$ cat src/rtl/i2c_regs_pkg.sv
// Register map, field positions and address decode shared by the I2C APB
// register file and its interrupt controller.
package i2c_regs_pkg;

  localparam logic [7:0] OFF_CR       = 8'h00;
  localparam logic [7:0] OFF_SR       = 8'h04;
  localparam logic [7:0] OFF_TXFIFO   = 8'h08;
  localparam logic [7:0] OFF_RXFIFO   = 8'h0C;
  localparam logic [7:0] OFF_SLVADR   = 8'h10;
  localparam logic [7:0] OFF_TXOCY    = 8'h14;
  localparam logic [7:0] OFF_RXOCY    = 8'h18;
  localparam logic [7:0] OFF_RXPIRQ   = 8'h1C;
  localparam logic [7:0] OFF_ISR      = 8'h20;
  localparam logic [7:0] OFF_IER      = 8'h24;
  localparam logic [7:0] OFF_GIE      = 8'h28;
  localparam logic [7:0] OFF_SOFTR    = 8'h2C;
  localparam logic [7:0] OFF_DEBOUNCE = 8'h30;
  localparam logic [7:0] OFF_TSUSTA   = 8'h34;
  localparam logic [7:0] OFF_TBUF     = 8'h50;

  localparam logic [31:0] SOFTR_KEY = 32'h0000_000A;
  localparam int NUM_TIM = 8;

  localparam int CR_EN         = 0;
  localparam int CR_TXFIFO_RST = 1;
  localparam int CR_MSMS       = 2;
  localparam int CR_TX         = 3;
  localparam int CR_TXAK       = 4;
  localparam int CR_RSTA       = 5;
  localparam int CR_GCEN       = 6;

  localparam int SR_TX_FULL  = 4;
  localparam int SR_RX_EMPTY = 6;

  typedef enum logic [3:0] {
    REG_NONE, REG_CR, REG_SR, REG_TXFIFO, REG_RXFIFO, REG_SLVADR, REG_TXOCY,
    REG_RXOCY, REG_RXPIRQ, REG_ISR, REG_IER, REG_GIE, REG_SOFTR, REG_DEBOUNCE,
    REG_TIM
  } reg_e;

  // Takes the word address (paddr[7:2]); the eight timing registers share one code.
  function automatic reg_e decode_reg(input logic [5:0] word);
    logic [7:0] a;
    a = {word, 2'b00};
    if (a >= OFF_TSUSTA && a <= OFF_TBUF) return REG_TIM;
    case (a)
      OFF_CR:       return REG_CR;
      OFF_SR:       return REG_SR;
      OFF_TXFIFO:   return REG_TXFIFO;
      OFF_RXFIFO:   return REG_RXFIFO;
      OFF_SLVADR:   return REG_SLVADR;
      OFF_TXOCY:    return REG_TXOCY;
      OFF_RXOCY:    return REG_RXOCY;
      OFF_RXPIRQ:   return REG_RXPIRQ;
      OFF_ISR:      return REG_ISR;
      OFF_IER:      return REG_IER;
      OFF_GIE:      return REG_GIE;
      OFF_SOFTR:    return REG_SOFTR;
      OFF_DEBOUNCE: return REG_DEBOUNCE;
      default:      return REG_NONE;
    endcase
  endfunction

endpackage

$ cat src/rtl/i2c_apb_regs_if.sv
// APB3 bus bundle between the CPU-side master and the I2C register file.
interface i2c_apb_regs_if;
  logic        psel;
  logic        penable;
  logic        pwrite;
  logic [7:0]  paddr;
  logic [31:0] pwdata;
  logic [31:0] prdata;
  logic        pready;
  logic        pslverr;

  modport master (output psel, penable, pwrite, paddr, pwdata,
                  input  prdata, pready, pslverr);
  modport slave  (input  psel, penable, pwrite, paddr, pwdata,
                  output prdata, pready, pslverr);
endinterface

$ cat src/rtl/i2c_irq_ctrl.sv
// Rising-edge capture of core interrupt requests into a W1C status register,
// with per-source enables, a global enable and one registered interrupt line.
module i2c_irq_ctrl (
  input  logic       clk,
  input  logic       rstn,
  input  logic [7:0] irq_req,
  input  logic       soft_clr,
  input  logic [7:0] isr_clr,
  input  logic       ier_we,
  input  logic [7:0] ier_wdata,
  input  logic       gie_we,
  input  logic       gie_wdata,
  output logic [7:0] isr,
  output logic [7:0] ier,
  output logic       gie,
  output logic       irq
);

  logic [7:0] prev_q, prev_d;
  logic [7:0] isr_q, isr_d;
  logic [7:0] ier_q, ier_d;
  logic       gie_q, gie_d;
  logic       irq_q, irq_d;

  always_comb begin
    // NOTE: every signal gets a value on every path, so no latch is inferred.
    prev_d = irq_req;
    isr_d  = (isr_q & ~isr_clr) | (irq_req & ~prev_q);
    ier_d  = ier_q;
    gie_d  = gie_q;
    if (soft_clr) begin
      ier_d = '0;
      gie_d = 1'b0;
    end else begin
      if (ier_we) ier_d = ier_wdata;
      if (gie_we) gie_d = gie_wdata;
    end
    irq_d = gie_q & |(isr_q & ier_q);
  end

  always_ff @(posedge clk) begin
    // NOTE: non-blocking assignments so every flop samples pre-edge values.
    if (!rstn) begin
      prev_q <= '0;
      isr_q  <= '0;
      ier_q  <= '0;
      gie_q  <= 1'b0;
      irq_q  <= 1'b0;
    end else begin
      prev_q <= prev_d;
      isr_q  <= isr_d;
      ier_q  <= ier_d;
      gie_q  <= gie_d;
      irq_q  <= irq_d;
    end
  end

  assign isr = isr_q;
  assign ier = ier_q;
  assign gie = gie_q;
  assign irq = irq_q;

endmodule

$ cat src/rtl/i2c_apb_regs.sv
// APB3 register file in front of i2c_core: control/timing registers, FIFO
// push/pop strobes, interrupt status and a counted soft reset of the core.
module i2c_apb_regs
  import i2c_regs_pkg::*;
#(
  parameter int unsigned SOFTR_CYC = 16,
  parameter int unsigned DEF_TLOW  = 500,
  parameter int unsigned DEF_THIGH = 500,
  parameter int unsigned DEF_TDAT  = 25,
  parameter int unsigned DEF_DEB   = 10
) (
  input  logic              clk,
  input  logic              rstn,
  i2c_apb_regs_if.slave     apb,
  output logic [7:0]        cr,
  output logic              cr_msms,
  output logic [9:0]        slv_adr,
  input  logic [7:0]        sr,
  input  logic [7:0]        irq_req,
  output logic              tx_fifo_wr,
  output logic [9:0]        tx_fifo_din,
  input  logic [4:0]        tx_fifo_ocy,
  output logic              rx_fifo_rd,
  input  logic [7:0]        rx_fifo_dout,
  input  logic [4:0]        rx_fifo_ocy,
  output logic [4:0]        rx_fifo_pirq,
  output logic [13:0]       debounct_cnt,
  output logic [31:0]       tsusta,
  output logic [31:0]       thdsta,
  output logic [31:0]       tsusto,
  output logic [31:0]       tsudat,
  output logic [31:0]       thddat,
  output logic [31:0]       tlow,
  output logic [31:0]       thigh,
  output logic [31:0]       tbuf,
  output logic              core_rstn,
  output logic              irq
);

  localparam int unsigned CNT_W = $clog2(SOFTR_CYC + 1);

  // Timing slots in address order: TSUSTA THDSTA TSUSTO TSUDAT THDDAT TLOW THIGH TBUF.
  function automatic logic [31:0] tim_default(input int idx);
    case (idx)
      1, 6:    return 32'(DEF_THIGH);
      3, 4:    return 32'(DEF_TDAT);
      default: return 32'(DEF_TLOW);
    endcase
  endfunction

  logic [7:0]       cr_q, cr_d;
  logic [9:0]       slvadr_q, slvadr_d;
  logic [4:0]       rxpirq_q, rxpirq_d;
  logic [13:0]      deb_q, deb_d;
  logic [31:0]      tim_q [NUM_TIM];
  logic [31:0]      tim_d [NUM_TIM];
  logic [CNT_W-1:0] cnt_q, cnt_d;
  logic [31:0]      prdata_q, prdata_d;
  logic             pslverr_q, pslverr_d;
  logic             tx_wr_q, tx_wr_d;
  logic [9:0]       tx_din_q, tx_din_d;
  logic             rx_rd_q, rx_rd_d;

  logic        setup, access, busy, wr_ok, err, soft_clr;
  reg_e        sel;
  logic [2:0]  tim_idx;
  logic [31:0] rdata;
  logic [7:0]  isr, ier, isr_clr;
  logic        gie;
  logic        unused_paddr_lsb;

  assign setup            = apb.psel & ~apb.penable;
  assign access           = apb.psel & apb.penable;
  assign sel              = decode_reg(apb.paddr[7:2]);
  assign tim_idx          = apb.paddr[4:2] - 3'd5;
  assign busy             = (cnt_q != '0);
  assign unused_paddr_lsb = ^apb.paddr[1:0];
  // The error verdict is taken in setup and carried into the access phase.
  assign wr_ok            = access & apb.pwrite & ~pslverr_q;

  always_comb begin
    err = 1'b0;
    if (sel == REG_NONE)        err = 1'b1;
    else if (apb.pwrite) begin
      if (sel == REG_SOFTR)     err = (apb.pwdata != SOFTR_KEY);
      else                      err = busy || (sel == REG_TXFIFO && sr[SR_TX_FULL]);
    end else                    err = (sel == REG_RXFIFO) && sr[SR_RX_EMPTY];
  end

  always_comb begin
    rdata = '0;
    case (sel)
      REG_CR:       rdata = {24'b0, cr_q};
      REG_SR:       rdata = {24'b0, sr};
      REG_RXFIFO:   rdata = {24'b0, rx_fifo_dout};
      REG_SLVADR:   rdata = {22'b0, slvadr_q};
      REG_TXOCY:    rdata = {27'b0, tx_fifo_ocy};
      REG_RXOCY:    rdata = {27'b0, rx_fifo_ocy};
      REG_RXPIRQ:   rdata = {27'b0, rxpirq_q};
      REG_ISR:      rdata = {24'b0, isr};
      REG_IER:      rdata = {24'b0, ier};
      REG_GIE:      rdata = {31'b0, gie};
      REG_DEBOUNCE: rdata = {18'b0, deb_q};
      REG_TIM:      rdata = tim_q[tim_idx];
      default:      rdata = '0;
    endcase
  end

  always_comb begin
    cr_d                = cr_q;
    cr_d[CR_TXFIFO_RST] = 1'b0;
    slvadr_d            = slvadr_q;
    rxpirq_d            = rxpirq_q;
    deb_d               = deb_q;
    tim_d               = tim_q;
    cnt_d               = busy ? cnt_q - CNT_W'(1) : cnt_q;
    tx_wr_d             = 1'b0;
    tx_din_d            = tx_din_q;
    rx_rd_d             = access & ~apb.pwrite & ~pslverr_q & (sel == REG_RXFIFO);
    soft_clr            = 1'b0;
    if (wr_ok) begin
      case (sel)
        REG_CR:       cr_d = apb.pwdata[7:0];
        REG_SLVADR:   slvadr_d = apb.pwdata[9:0];
        REG_RXPIRQ:   rxpirq_d = apb.pwdata[4:0];
        REG_DEBOUNCE: deb_d = apb.pwdata[13:0];
        REG_TIM:      tim_d[tim_idx] = apb.pwdata;
        REG_TXFIFO: begin
          tx_wr_d  = 1'b1;
          tx_din_d = apb.pwdata[9:0];
        end
        REG_SOFTR: begin
          soft_clr = 1'b1;
          cnt_d    = CNT_W'(SOFTR_CYC);
          cr_d     = '0;
          slvadr_d = '0;
          rxpirq_d = '0;
          deb_d    = 14'(DEF_DEB);
          for (int i = 0; i < NUM_TIM; i++) tim_d[i] = tim_default(i);
        end
        default: ;
      endcase
    end
    prdata_d  = setup ? (err ? '0 : rdata) : prdata_q;
    pslverr_d = setup ? err : (access & pslverr_q);
  end

  always_ff @(posedge clk) begin
    if (!rstn) begin
      cr_q      <= '0;
      slvadr_q  <= '0;
      rxpirq_q  <= '0;
      deb_q     <= 14'(DEF_DEB);
      // NOTE: the timing array holds configuration, so each entry is reset explicitly.
      for (int i = 0; i < NUM_TIM; i++) tim_q[i] <= tim_default(i);
      cnt_q     <= '0;
      prdata_q  <= '0;
      pslverr_q <= 1'b0;
      tx_wr_q   <= 1'b0;
      tx_din_q  <= '0;
      rx_rd_q   <= 1'b0;
    end else begin
      cr_q      <= cr_d;
      slvadr_q  <= slvadr_d;
      rxpirq_q  <= rxpirq_d;
      deb_q     <= deb_d;
      tim_q     <= tim_d;
      cnt_q     <= cnt_d;
      prdata_q  <= prdata_d;
      pslverr_q <= pslverr_d;
      tx_wr_q   <= tx_wr_d;
      tx_din_q  <= tx_din_d;
      rx_rd_q   <= rx_rd_d;
    end
  end

  assign isr_clr = (wr_ok && sel == REG_ISR) ? apb.pwdata[7:0] : '0;

  i2c_irq_ctrl u_irq_ctrl (
    .clk       (clk),
    .rstn      (rstn),
    .irq_req   (irq_req),
    .soft_clr  (soft_clr),
    .isr_clr   (isr_clr),
    .ier_we    (wr_ok && sel == REG_IER),
    .ier_wdata (apb.pwdata[7:0]),
    .gie_we    (wr_ok && sel == REG_GIE),
    .gie_wdata (apb.pwdata[0]),
    .isr       (isr),
    .ier       (ier),
    .gie       (gie),
    .irq       (irq)
  );

  assign apb.prdata  = prdata_q;
  assign apb.pslverr = pslverr_q;
  assign apb.pready  = 1'b1;

  assign cr           = cr_q;
  assign cr_msms      = cr_q[CR_MSMS];
  assign slv_adr      = slvadr_q;
  assign tx_fifo_wr   = tx_wr_q;
  assign tx_fifo_din  = tx_din_q;
  assign rx_fifo_rd   = rx_rd_q;
  assign rx_fifo_pirq = rxpirq_q;
  assign debounct_cnt = deb_q;
  assign tsusta       = tim_q[0];
  assign thdsta       = tim_q[1];
  assign tsusto       = tim_q[2];
  assign tsudat       = tim_q[3];
  assign thddat       = tim_q[4];
  assign tlow         = tim_q[5];
  assign thigh        = tim_q[6];
  assign tbuf         = tim_q[7];
  assign core_rstn    = rstn & ~busy;

endmodule
$ cat src/flat_wrapper.sv
// flat-port wrapper written by rule: the top's interface ports become plain ports
module i2c_apb_regs_flat import i2c_regs_pkg::*;
#(
  parameter int unsigned SOFTR_CYC = 16,
  parameter int unsigned DEF_TLOW  = 500,
  parameter int unsigned DEF_THIGH = 500,
  parameter int unsigned DEF_TDAT  = 25,
  parameter int unsigned DEF_DEB   = 10
)
  (clk, rstn, cr, cr_msms, slv_adr, sr, irq_req, tx_fifo_wr, tx_fifo_din, tx_fifo_ocy, rx_fifo_rd, rx_fifo_dout, rx_fifo_ocy, rx_fifo_pirq, debounct_cnt, tsusta, thdsta, tsusto, tsudat, thddat, tlow, thigh, tbuf, core_rstn, irq, apb_psel, apb_penable, apb_pwrite, apb_paddr, apb_pwdata, apb_prdata, apb_pready, apb_pslverr);
  i2c_apb_regs_if apb_i ();
  input  logic clk;
  input  logic rstn;
  output logic [7:0] cr;
  output logic cr_msms;
  output logic [9:0] slv_adr;
  input  logic [7:0] sr;
  input  logic [7:0] irq_req;
  output logic tx_fifo_wr;
  output logic [9:0] tx_fifo_din;
  input  logic [4:0] tx_fifo_ocy;
  output logic rx_fifo_rd;
  input  logic [7:0] rx_fifo_dout;
  input  logic [4:0] rx_fifo_ocy;
  output logic [4:0] rx_fifo_pirq;
  output logic [13:0] debounct_cnt;
  output logic [31:0] tsusta;
  output logic [31:0] thdsta;
  output logic [31:0] tsusto;
  output logic [31:0] tsudat;
  output logic [31:0] thddat;
  output logic [31:0] tlow;
  output logic [31:0] thigh;
  output logic [31:0] tbuf;
  output logic core_rstn;
  output logic irq;
  input wire logic [$bits(apb_i.psel)-1:0] apb_psel;
  input wire logic [$bits(apb_i.penable)-1:0] apb_penable;
  input wire logic [$bits(apb_i.pwrite)-1:0] apb_pwrite;
  input wire logic [$bits(apb_i.paddr)-1:0] apb_paddr;
  input wire logic [$bits(apb_i.pwdata)-1:0] apb_pwdata;
  output wire logic [$bits(apb_i.prdata)-1:0] apb_prdata;
  output wire logic [$bits(apb_i.pready)-1:0] apb_pready;
  output wire logic [$bits(apb_i.pslverr)-1:0] apb_pslverr;
  assign apb_i.psel = apb_psel;
  assign apb_i.penable = apb_penable;
  assign apb_i.pwrite = apb_pwrite;
  assign apb_i.paddr = apb_paddr;
  assign apb_i.pwdata = apb_pwdata;
  assign apb_prdata = apb_i.prdata;
  assign apb_pready = apb_i.pready;
  assign apb_pslverr = apb_i.pslverr;
  i2c_apb_regs #(.SOFTR_CYC(SOFTR_CYC), .DEF_TLOW(DEF_TLOW), .DEF_THIGH(DEF_THIGH), .DEF_TDAT(DEF_TDAT), .DEF_DEB(DEF_DEB)) u_core (.clk(clk), .rstn(rstn), .apb(apb_i), .cr(cr), .cr_msms(cr_msms), .slv_adr(slv_adr), .sr(sr), .irq_req(irq_req), .tx_fifo_wr(tx_fifo_wr), .tx_fifo_din(tx_fifo_din), .tx_fifo_ocy(tx_fifo_ocy), .rx_fifo_rd(rx_fifo_rd), .rx_fifo_dout(rx_fifo_dout), .rx_fifo_ocy(rx_fifo_ocy), .rx_fifo_pirq(rx_fifo_pirq), .debounct_cnt(debounct_cnt), .tsusta(tsusta), .thdsta(thdsta), .tsusto(tsusto), .tsudat(tsudat), .thddat(thddat), .tlow(tlow), .thigh(thigh), .tbuf(tbuf), .core_rstn(core_rstn), .irq(irq));
endmodule
$ cat config.mk
export PLATFORM = sky130hd
export DESIGN_NAME = i2c_apb_regs_flat
export DESIGN_NICKNAME = d
export VERILOG_FILES = /design/src/rtl/i2c_regs_pkg.sv /design/src/rtl/i2c_apb_regs_if.sv /design/src/rtl/i2c_irq_ctrl.sv /design/src/rtl/i2c_apb_regs.sv /design/src/flat_wrapper.sv
export SDC_FILE = /design/constraint.sdc
export NUM_CORES = 1
export LEC_CHECK = 0
export CORE_ASPECT_RATIO = 1.5
export CORE_MARGIN = 10
export CORE_UTILIZATION = 49
export CTS_CLUSTER_DIAMETER = 150
export DETAILED_ROUTE_END_ITERATION = 12
export GPL_TIMING_DRIVEN = 0
export HOLD_SLACK_MARGIN = 0.1
export PLACE_DENSITY = 0.85
export SKIP_CTS_REPAIR_TIMING = 1
export SYNTH_ARGS = -nofsm -noshare
export SYNTH_HDL_FRONTEND = slang
export SYNTH_HIERARCHICAL = 1
export SYNTH_SLANG_ARGS = --single-unit
$ cat constraint.sdc
create_clock -name clk -period 4 [get_ports clk]
set_input_delay 0.4 -clock clk [delete_from_list [all_inputs] [get_ports clk]]
set_output_delay 0.4 -clock clk [all_outputs]
set_load 0.05 [all_outputs]
==> results.py <==
metrics = {
    "synth": {
        "yosysSeqAreaShare_pct": 45.20,
        "synth-seq-cells": 369,
        "ys.flop_type": "dfxtp_1",
        "synth_area_per_cell_sq_um": 8.163,
        "synthesis.nets": 2087,
        "ys_top_cells_by_count": "dfxtp_1, nand2_1, a21oi_1",
        "ys_types": 84,
        "synth_top_cell_by_area": "dfxtp_1",
        "async_reset_ff_share_pct": 0,
        "yosysWarnings": 6,
        "synth.area.top_cells": "dfxtp_1, a21oi_1, nand2_1",
        "netlist_area_sq_um": 16340,
        "synth_top_area_share_pct": 45.20,
        "synth_most_common_cell": "dfxtp_1",
        "synth_edf_count": 0,
        "synth_cells": 2002,
    },
    "timing": {
        "setup_slack_ns": -0.06540,
        "maxSlewViolCount": 0,
        "layout_min_cycle_time_ns": 4.065,
        "tightest_slew_ns": 1.291,
        "setup_violations": 4,
        "hold_viol_final": 0,
        "slew_headroom_pct": 13.11,
        "max_freq_ghz": 0.2460,
        "rsz0062_at_grt": "true",
        "finalCritPeriodShare_pct": 101.6,
        "fin_skew_ns": 0.01707,
        "tns_ns": -0.1445,
    },
    "floorplan": {
        "core_area_sq_um": 32740,
        "die_w_microns": 169.1,
        "die_h_microns": 243.7,
        "dieArea_sq_um": 41210,
        "io_pins": 421,
        "start_util_pct": 49.92,
        "rows": 81,
    },
    "critical_path": {
        "cp.required_ns": 4.49,
        "r2r-start": "u_core/apb.pslverr$_SDFF_PN0_",
        "startpoint_type": "primary input",
        "reg2reg_slack_ns": 0.79,
        "reg2reg_to": "u_core/tsusta[24]$_SDFFE_PN0P_",
        "crit_fanout": 10,
        "crit_start": "apb_paddr[2]",
        "worstSetupPathType": "in -> reg",
        "reg2regPathDepth": 9,
        "crit_arrival_ns": 4.55,
        "endpoint_kind": "flop",
        "critPathCapture": "u_core/apb.prdata[10]$_SDFFE_PN0P_",
    },
    "global_routing": {
        "gr-total-overflow": 0,
        "grt_pass1_vias": 19520,
        "use_met1_pct": 46.42,
        "antenna_found_initial": 1,
        "grt_max_degree": 16,
        "use_met3_pct": 15.65,
        "grt_usage_pct": 45.96,
        "grt_busiest_layer": "met2",
        "grt_pass1_wl_microns": 139400,
        "grtUsageMet2_pct": 72.98,
    },
    "cts": {
        "cts_buffers": 36,
        "cts_tree": "built",
        "clock_latency_ns": 0.55,
        "cts-root-buf": "clkbuf_16",
        "clock_path_buffers": 3,
        "clkTransAtPathRegs_ns": 0.06,
        "cts.sinks": 369,
        "h-tree-depth": 2,
    },
    "place": {
        "postPlaceCellArea_sq_um": 20820,
        "place_worst_setup_slack_ns": -1.991,
        "hpwl_microns": 73610,
        "port-buffer-count": 394,
        "place.gp.congestion": 1.145,
    },
    "outcome": {
        "failed_checks": "negative setup slack",
        "status": "finished, violations left",
    },
    "route": {
        "wl_microns": 99640,
        "routed_via_density": 7.074,
        "drc": 0,
        "drt_iter0_drc": 3385,
        "wl_per_cell_microns": 34.61,
        "final_antenna_net_count": 0,
        "dr_total_vias": 20370,
        "drt_first_pass_iters": 9,
    },
    "pwr": {
        "power_density_nw_per_um2": 383.3,
        "vdd_drop_max_v": 0.0003237,
        "p_leak_nw": 7.497,
    },
    "finish": {
        "drive_above_1_share_pct": 9.338,
        "design_area_sq_um": 22430,
        "area_growth_pct": 37.28,
        "fillCellCount": 2732,
        "layout.nets": 2523,
    },
    "worst_hold_path": {
        "hold_class": "in -> reg",
    },
    "run": {
        "max-cap-violations": 0,
    },
}
[report_power, final]
group / leakage, nW / internal (mW) / switching, mW
clock: 0.595 / 2.08 / 1.54
combinational: 3.92 / 0.338 / 0.892
sequential: 2.98 / 3.71 / 0.0313
[layout make-up]
| cell class | count | area, sq um | area share (%) |
|---|---|---|---|
| clock inverters | 12 | 185.2 | 0.8254 |
| diodes | 1 | 2.502 | 0.01115 |
| plain buffers | 195 | 862.1 | 3.843 |
| flip-flops and latches | 369 | 7387 | 32.93 |
| well taps | 415 | 519.2 | 2.315 |
| clock buffers | 51 | 1040 | 4.635 |
| inverters | 7 | 30.03 | 0.1339 |
| multi-input cells | 1429 | 8407 | 37.47 |
| repair buffers | 400 | 4001 | 17.84 |
[critical path, stage by stage]
cell             delay (ns)
clkdlybuf4s50_1        0.60
clkbuf_4               0.31
clkinvlp_4             0.13
ha_1                   0.28
inv_1                  0.08
ha_1                   0.29
nand2b_1               0.26
or2_4                  0.33
clkbuf_4               0.35
o22ai_1                0.22
nor4_4                 0.60
a22o_1                 0.45
a32o_1                 0.22
[cell families (layout without fill, tap and decap cells)]
logic type	Yosys count	count (layout)	synth area share, %
AO/OA/AOI/OAI	550	550	21.42
XOR/XNOR	3	3	0.1608
other	1	2	0.02295
AND/OR/NAND/NOR	837	837	25.11
buffers and inverters	204	665	5.160
multiplexers	32	32	2.465
flip-flops	369	369	45.20
adder cells (fa/ha/maj)	6	6	0.4594
[per-layer routing]
metal | up-vias | share of wire, %
li1 | 8176 | -
met4 | 2 | 12
met3 | 720 | 13
met1 | 9366 | 30
met5 | - | 0.064
met2 | 2102 | 45
[worst min-delay path by stage]
stage	start	to	slack [ns]	cells after the start
floorplan	u_core/u_irq_ctrl/gie$_SDFFE_PP0P_	u_core/u_irq_ctrl/irq$_SDFF_PN0_	0.43	2
finish	apb_pwdata[19]	u_core/tlow[19]$_SDFFE_PN0P_	0.31	3
global route	apb_pwdata[19]	u_core/thigh[19]$_SDFFE_PN0P_	0.32	3
global placement	u_core/tx_fifo_din[8]$_SDFFE_PN0P_	u_core/tx_fifo_din[8]$_SDFFE_PN0P_	0.45	2
detailed placement	u_core/apb.prdata[31]$_SDFFE_PN0P_	u_core/apb.prdata[31]$_SDFFE_PN0P_	0.46	1
CTS	apb_pwdata[19]	u_core/tlow[19]$_SDFFE_PN0P_	0.28	3
[cell usage in the layout (no fill, tap or decap), types with 21 or more instances in the layout]
cell,instances
clkdlybuf4s50_1,394
nand2_1,295
nor2_1,91
a21oi_1,259
clkbuf_2,24
dfxtp_1,369
o21ai_0,40
o22ai_1,67
nor4_1,27
nand4_1,66
nor3_1,50
clkbuf_1,129
and2_1,21
nand3_1,171
clkbuf_16,38
a32o_1,21
nand2b_1,23
buf_2,32
a22oi_1,26
[per-stage QoR]
stage               hold WS, ns  power (mW)  util [%]  cells
floorplan                0.4285       4.414         -   2002
global placement         0.4478       4.874     63.56   2811
detailed placement       0.4552       4.894     63.59   2812
CTS                      0.2833       8.421     67.34   2875
global route             0.3160       8.703     68.52   2878
finish                   0.3104       8.599     68.53   2879
[state kept, by name (all words and copies together) (netlist names), 8 cells and up]
signal,flops
u_core/apb.prdata,32
u_core/cr,8
u_core/debounct_cnt,14
u_core/slv_adr,10
u_core/tbuf,32
u_core/thddat,32
u_core/thdsta,32
u_core/thigh,32
u_core/tlow,32
u_core/tsudat,32
u_core/tsusta,32
u_core/tsusto,32
u_core/tx_fifo_din,10
u_core/u_irq_ctrl/ier,8
u_core/u_irq_ctrl/isr,8
u_core/u_irq_ctrl/prev_q,8
Note: power is estimated with default switching activity, not from simulation.
